File: config.mk
export PLATFORM = sky130hd
export DESIGN_NAME = mem_arbiter
export DESIGN_NICKNAME = d
export VERILOG_FILES = /design/src/rtl/mem_arb_pkg.sv /design/src/rtl/rr_arb2.sv /design/src/rtl/mem_arbiter.sv
export SDC_FILE = /design/constraint.sdc
export NUM_CORES = 1
export LEC_CHECK = 0
export ABC_AREA = 1
export CELL_PAD_IN_SITES_DETAIL_PLACEMENT = 1
export CELL_PAD_IN_SITES_GLOBAL_PLACEMENT = 2
export CORE_MARGIN = 3
export CORE_UTILIZATION = 20
export DETAILED_ROUTE_END_ITERATION = 10
export GPL_TIMING_DRIVEN = 0
export PLACE_DENSITY_LB_ADDON = 0.2
export SLEW_MARGIN = 20
export SYNTH_ARGS = -nofsm -noshare
export SYNTH_HDL_FRONTEND = slang
export SYNTH_SLANG_ARGS = --single-unit
File: constraint.sdc
create_clock -name clk -period 4.95 [get_ports clk]
set_input_delay 0.99 -clock clk [delete_from_list [all_inputs] [get_ports clk]]
set_output_delay 0.99 -clock clk [all_outputs]
set_load 0.02 [all_outputs]
File: src/rtl/mem_arb_pkg.sv
// Shared types and sizing for the data-memory arbiter.
package mem_arb_pkg;

  localparam int unsigned DEPTH_DEFAULT = 64;
  localparam int unsigned IDX_W         = $clog2(DEPTH_DEFAULT);

  typedef enum logic {
    IDLE  = 1'b0,
    CLEAR = 1'b1
  } state_t;

  // Identifies one of the two requesters.
  typedef logic req_id_t;

endpackage

File: src/rtl/rr_arb2.sv
// Two-way round-robin arbiter; the pointer names the port favoured on contention.
module rr_arb2
  import mem_arb_pkg::*;
(
  input  logic       clk,
  input  logic       rst,
  input  logic [1:0] req,
  input  logic       advance,
  output logic [1:0] gnt
);

  req_id_t ptr;

  // Single requester wins outright; on contention the pointer decides.
  always_comb begin
    gnt = req;
    if (&req) begin
      gnt = ptr ? 2'b10 : 2'b01;
    end
  end

  // After a grant, favour the port that was not just served.
  always_ff @(posedge clk or posedge rst) begin
    if (rst) begin
      ptr <= 1'b0;
    end else if (advance && (|gnt)) begin
      ptr <= gnt[0];
    end
  end

endmodule

File: src/rtl/mem_arbiter.sv
// Shares one single-port data memory between the CPU LSU (port 0) and the
// display fetcher (port 1), with a built-in zero-fill engine.
module mem_arbiter
  import mem_arb_pkg::*;
#(
  parameter int unsigned DEPTH = DEPTH_DEFAULT,
  parameter int unsigned DW    = 32,
  parameter int unsigned AW    = 32
) (
  input  logic          clk,
  input  logic          rst,
  input  logic          m0_req,
  input  logic          m0_we,
  input  logic [AW-1:0] m0_addr,
  input  logic [DW-1:0] m0_wdata,
  output logic          m0_gnt,
  output logic          m0_rvalid,
  output logic [DW-1:0] m0_rdata,
  input  logic          m1_req,
  input  logic          m1_we,
  input  logic [AW-1:0] m1_addr,
  input  logic [DW-1:0] m1_wdata,
  output logic          m1_gnt,
  output logic          m1_rvalid,
  output logic [DW-1:0] m1_rdata,
  input  logic          clr_start,
  output logic          clr_busy,
  output logic          clr_done,
  output logic          mem_we,
  output logic [AW-1:0] mem_a,
  output logic [DW-1:0] mem_wd,
  input  logic [DW-1:0] mem_rd
);

  localparam int unsigned IW = (DEPTH > 1) ? $clog2(DEPTH) : 1;

  state_t        state, state_nx;
  logic [IW-1:0] idx;
  logic [1:0]    req, gnt;
  logic          arb_adv;
  logic          in0, in1;
  logic [AW-1:0] a_q;
  logic [DW-1:0] wd_q;

  assign in0 = (m0_addr[AW-1:2] < (AW-2)'(DEPTH));
  assign in1 = (m1_addr[AW-1:2] < (AW-2)'(DEPTH));

  // Requests only compete while idle and out of reset.
  assign req     = ((state == IDLE) && !rst) ? {m1_req, m0_req} : 2'b00;
  assign arb_adv = (state == IDLE);
  assign m0_gnt  = gnt[0];
  assign m1_gnt  = gnt[1];

  rr_arb2 u_arb (
    .clk     (clk),
    .rst     (rst),
    .req     (req),
    .advance (arb_adv),
    .gnt     (gnt)
  );

  // Next state and memory-side drive; address/data hold when nobody owns the bus.
  always_comb begin
    state_nx = state;
    mem_we   = 1'b0;
    mem_a    = a_q;
    mem_wd   = wd_q;
    clr_busy = 1'b0;
    case (state)
      IDLE: begin
        if (clr_start) state_nx = CLEAR;
        if (gnt[0]) begin
          mem_we = m0_we & in0;
          mem_a  = m0_addr;
          mem_wd = m0_wdata;
        end else if (gnt[1]) begin
          mem_we = m1_we & in1;
          mem_a  = m1_addr;
          mem_wd = m1_wdata;
        end
      end
      CLEAR: begin
        clr_busy = 1'b1;
        mem_we   = 1'b1;
        mem_a    = AW'({idx, 2'b00});
        mem_wd   = '0;
        if (idx == IW'(DEPTH - 1)) state_nx = IDLE;
      end
      default: state_nx = IDLE;
    endcase
  end

  // State, clear index, held bus values and the completion pulse.
  always_ff @(posedge clk or posedge rst) begin
    if (rst) begin
      state    <= IDLE;
      idx      <= '0;
      a_q      <= '0;
      wd_q     <= '0;
      clr_done <= 1'b0;
    end else begin
      state    <= state_nx;
      a_q      <= mem_a;
      wd_q     <= mem_wd;
      clr_done <= (state == CLEAR) && (state_nx == IDLE);
      if ((state == CLEAR) && (state_nx == CLEAR)) begin
        idx <= idx + IW'(1);
      end else begin
        idx <= '0;
      end
    end
  end

  // Read responses: capture at the end of the grant cycle, pulse valid next cycle.
  always_ff @(posedge clk or posedge rst) begin
    if (rst) begin
      m0_rvalid <= 1'b0;
      m0_rdata  <= '0;
      m1_rvalid <= 1'b0;
      m1_rdata  <= '0;
    end else begin
      m0_rvalid <= gnt[0] & ~m0_we;
      m1_rvalid <= gnt[1] & ~m1_we;
      if (gnt[0] && !m0_we) m0_rdata <= in0 ? mem_rd : '0;
      if (gnt[1] && !m1_we) m1_rdata <= in1 ? mem_rd : '0;
    end
  end

endmodule

Yosys cells after proc, flatten, opt, wreduce, memory -nomap -nowiden

Index checks and enable logic that the tools add are counted.
Widths: inputs -> output; s select.

Register bits after elaboration: 139
Input bits: 167
Output and inout bits: 135
Logic and storage cells: 52

$add $sub $neg: 1
$lt $le $gt $ge: 2
Equality and inequality tests: 1
Mux-type cells: 19
Bitwise gates (word level): 8
Reduce and logical (&&, ||, !) cells: 11

Operators by type and width:

| operator            | count |
|---|---|
| $mux 32             | 6 |
| $pmux 32 s2         | 2 |
| $lt 30x7->1 const B | 2 |
| $add 6x1->6 const B | 1 |
| $eq 6x6->1 const B  | 1 |
| $logic_and 1x1->1   | 6 |
| $mux 2              | 3 |
| $mux 6              | 1 |
| $mux 1              | 5 |
| $and 1x1->1         | 4 |
| $not 1->1           | 4 |
| $pmux 1 s2          | 2 |
| $logic_not 1->1     | 3 |
| $reduce_and 2->1    | 1 |
| $reduce_or 2->1     | 1 |

Depth between registers and ports, before layout

Word-level depth: 8
Depth in mapped cells: 9
Mapped depth without buffers: 7

Modules after synthesis

Synthesis repeated with hierarchy kept, for this count alone.

Cells, all modules: 804
Area, all modules: 6,560.0 sq um

By module, submodules not included:

| module      | times used | cells each | area each (sq um) |
|---|---|---|---|
| mem_arbiter | 1          | 795        | 6,496.2 |
| rr_arb2     | 1          | 9          | 63.8 |

Least setup slack after synthesis

Ideal clock, no wire load.

Path kind: input to output
From: in rst
To: out mem_wd[15]
Data arrival time: 1.984 ns
Required time: 3.960 ns
Path slack: 1.976 ns
Cell stages on the path: 9
Path through: nor2_2 > nand3_1 > nand2_1 > buf_4 > buf_2 > nand2_1 > nand3_1 > nand2_1 > inv_1

Longest elaborated chain between the ends: 8

RTL lines:

| item                               | RTL line          | RTL |
|---|---|---|
| from (decl)                        | mem_arbiter.sv:11 | `input logic rst,` |
| $logic_not 1->1 (no source line) * | -                 |  |
| $logic_and 1x1->1 *                | mem_arbiter.sv:49 | `assign req = ((state == IDLE) && !rst) ? {m1_req, m0_req} : 2'b00;` |
| $mux 2 *                           | mem_arbiter.sv:49 |  |
| $reduce_and 2->1                   | rr_arb2.sv:17     | `if (&req) begin` |
| $mux 2 *                           | rr_arb2.sv:17     |  |
| $mux 32                            | mem_arbiter.sv:76 | `end else if (gnt[1]) begin` |
| $mux 32 *                          | mem_arbiter.sv:72 | `if (gnt[0]) begin` |
| $pmux 32 s2 *                      | mem_arbiter.sv:69 | `case (state)` |
| to (decl)                          | mem_arbiter.sv:31 | `output logic [DW-1:0] mem_wd,` |

Every way passes the cells marked *; elsewhere a longest branch is shown, timed or not.

Worst setup path after layout

From: in rst
To: out mem_a[11]

Longest elaborated chain between the ends: 8

RTL lines:

| item                               | RTL line          | RTL |
|---|---|---|
| $logic_not 1->1 (no source line) * | -                 |  |
| $logic_and 1x1->1 *                | mem_arbiter.sv:49 |  |
| $mux 2 *                           | mem_arbiter.sv:49 |  |
| $reduce_and 2->1                   | rr_arb2.sv:17     |  |
| $mux 2 *                           | rr_arb2.sv:17     |  |
| $mux 32                            | mem_arbiter.sv:76 |  |
| $mux 32 *                          | mem_arbiter.sv:72 |  |
| $pmux 32 s2 *                      | mem_arbiter.sv:69 |  |
| to (decl)                          | mem_arbiter.sv:30 | `output logic [AW-1:0] mem_a,` |

Marks and branches as above.

==> impl_metrics.ini <==
[run_status]
status = finished clean

[cts]
clock_latency_ns = 0.44
clk_path_buf_depth = 2
postCtsHoldBufs = 0
path_clk_slew_ns = 0.06
cts_sinks = 139
cts_root_buf = clkbuf_16
cts_tree = yes
cts_resized = 0
cts_buffers = 17
h-tree-depth = 4
post_cts_buffers = 0

[logic_synthesis]
ys_seq_area_frac = 0.499
ys_seq_elements = 139
ys.warnings.count = 0
syn_inst = 941
ys_types = 21
synth_area_per_cell_um2 = 7.40
synthesis.nets = 1109
syn-cell-area_um2 = 6970

[pwr]
power_leakage_nw = 5.85
comb_power_share = 0.203
power_mw = 3.31
p_sw_mw = 0.958
cell_internal_pwr_mw = 2.35
clock_power_share = 0.424
p_sw_frac = 0.290
ir_worst_vdd_mv = 0.234
p_per_area_nw_per_um2 = 295
seq_power_share = 0.373

[detailed_routing]
vias_per_cell = 4.26
firstDrtPassIters = 4
antenna_left = 0
routed-via-count = 7348
wl_um = 31100
wl_per_cell_um = 18.1
drt-initial-drc-count = 218
drcViolationCount = 0

[floorplan]
die_w_um = 193
row_count = 67
core_region_area_um2 = 34000
dieArea_um2 = 37100
start_util = 0.205
ioPinCount = 302
die_h_um = 193

[critical_path]
worstSetupPathType = in -> out
crit_arrival_ns = 3.68
worstPathRequired_ns = 3.96
cp_cell_sequence = clkdlybuf4s50_1, nor2_2, nand3_2, buf_2, clkbuf_2, nand3_1, nand2_1, inv_1, clkdlybuf4s50_1
worstPathBufferInverterCount = 5
cp_top_family = buffers and inverters
end_kind = output port
crit_fanout = 10
cp_common_cell = clkdlybuf4s50_1
slowest_delay_ns = 0.64
slowest_stage = clkdlybuf4s50_1
start_kind = primary input

[global_routing]
grt_pass1_wl_um = 47100
grt_pass1_vias = 7837
grt_usage = 0.168
antenna_found_initial = 5
grt_max_degree = 76
grt_overflow = 0

[finish]
fill_cells = 4050
nNetsFinal = 1430
multi_input_area_um2 = 2690
fin_area_um2 = 11200
fin_util = 0.330
drive_gt1_frac = 0.0604
syn2layout_area_growth_pct = 60.8
final-seq-area_um2 = 3480

[placement]
routabilityCongestion = 0.758
placed_area_um2 = 10600
dp_hpwl_um = 23200
portBuffers = 301

[timing]
fin_crit_sh = 0.944
tightestPinTransition_ns = 0.787
max-slew-margin-rel = 0.473
setup_tns_ns = 0
rsz0062_at_grt = false
maxSlewViolCount = 0
fmax_mhz = 214
fin_skew_ns = 0.0113
setup_viol = 0
hold_violations = 0
fin_crit_ns = 4.67

[job]
drv_cap = 0

[worst_hold_path]
hp-class = reg -> reg
[stage by stage]
step | hold slack [ns] | setup WS [ns] | instances
detailed placement | 0.468 | 0.0955 | 1691
CTS | 0.487 | 0.0805 | 1723
floorplan | 0.475 | 0.235 | 941
finish | 0.481 | 0.280 | 1725
global route | 0.514 | 0.0387 | 1724
global placement | 0.464 | -2.82 | 1690
[routing by layer]
layer | track usage | part of all wire | up-vias
met2 | 0.272 | 0.46 | 190
met3 | 0.0630 | 0.084 | 32
met4 | 0.0398 | 0.012 | 8
li1 | - | - | 3603
met1 | 0.211 | 0.44 | 3515
met5 | 0 | 0.0013 | -
[registers in the layout, indices dropped and copies added (netlist names)]
register   count
state          1
idx            6
m0_rvalid      1
u_arb.ptr      1
clr_done       1
m1_rvalid      1
m1_rdata      32
a_q           32
wd_q          32
m0_rdata      32
[cells in the mapped netlist, drive strengths merged]
master / instances / area (µm²)
nand2: 255 / 957
nand3: 165 / 831
dfrtp: 139 / 3480
inv: 133 / 499
o21ai: 131 / 656
nor2: 45 / 181
buf: 39 / 204
clkbuf: 25 / 93.8
nand4: 3 / 18.8
nor3: 2 / 10.0
nor3b: 2 / 20.0
a21oi: 1 / 5.00
ha: 1 / 12.5
[cell families after synthesis]
logic type	synth area share
adder cells (fa/ha/maj)	0.00180
AO/OA/AOI/OAI	0.0948
flip-flops	0.499
AND/OR/NAND/NOR	0.290
buffers and inverters	0.114
[layout by cell type, fill, tap and decap left out, types with 2 or more instances in the layout]
master           count
clkdlybuf4s50_1    301
nand2_1            255
nand3_1            164
dfrtp_1            139
inv_1              131
o21ai_0            118
nor2_1              42
buf_2               31
clkbuf_1            27
clkbuf_16           17
o21ai_1             13
buf_4                5
clkbuf_2             4
bufinv_16            4
clkinvlp_4           4
nand4_1              3
diode_2              2
nor2_2               2
nor3_1               2
clkinv_2             2
[layout make-up]
cell class | instances | share of cell area
clock buffer | 21 | 0.0402
buffer | 64 | 0.0270
timing repair buffer | 302 | 0.271
clock inverter | 11 | 0.0151
tap | 448 | 0.0500
sequential | 139 | 0.310
inverter | 133 | 0.0452
multi-input combinational | 605 | 0.240
antenna | 2 | 0.000447
[power groups by stage]
stage / clock, mW / combinational, mW / sequential (mW)
after CTS: 1.45 / 0.688 / 1.23
after detailed placement: 0 / 0.684 / 1.26
after global routing: 1.51 / 0.760 / 1.24
final: 1.40 / 0.671 / 1.23
after global placement: 0 / 0.677 / 1.25
after floorplan: 0 / 0.333 / 1.25
[path summary, 6_finish.rpt]
check,cells after the start,start,to,slack [ns]
max in group asynchronous,3,rst,m1_rdata[16],3.07
min in group asynchronous,2,rst,clr_done,1.11
max reg2reg,6,state,m0_rdata[13],2.85
max,9,rst,mem_a[11],0.28
min reg2reg,2,m1_rdata[4],m1_rdata[4],0.48
min,2,m1_rdata[4],m1_rdata[4],0.48
[worst min-delay path, delay by kind of cell (launching register included)]
family / cells / cell delay (ns)
flip-flops: 1 / 0.34
AND/OR/NAND/NOR: 2 / 0.10
No activity file was read; power rests on OpenSTA's default activity.
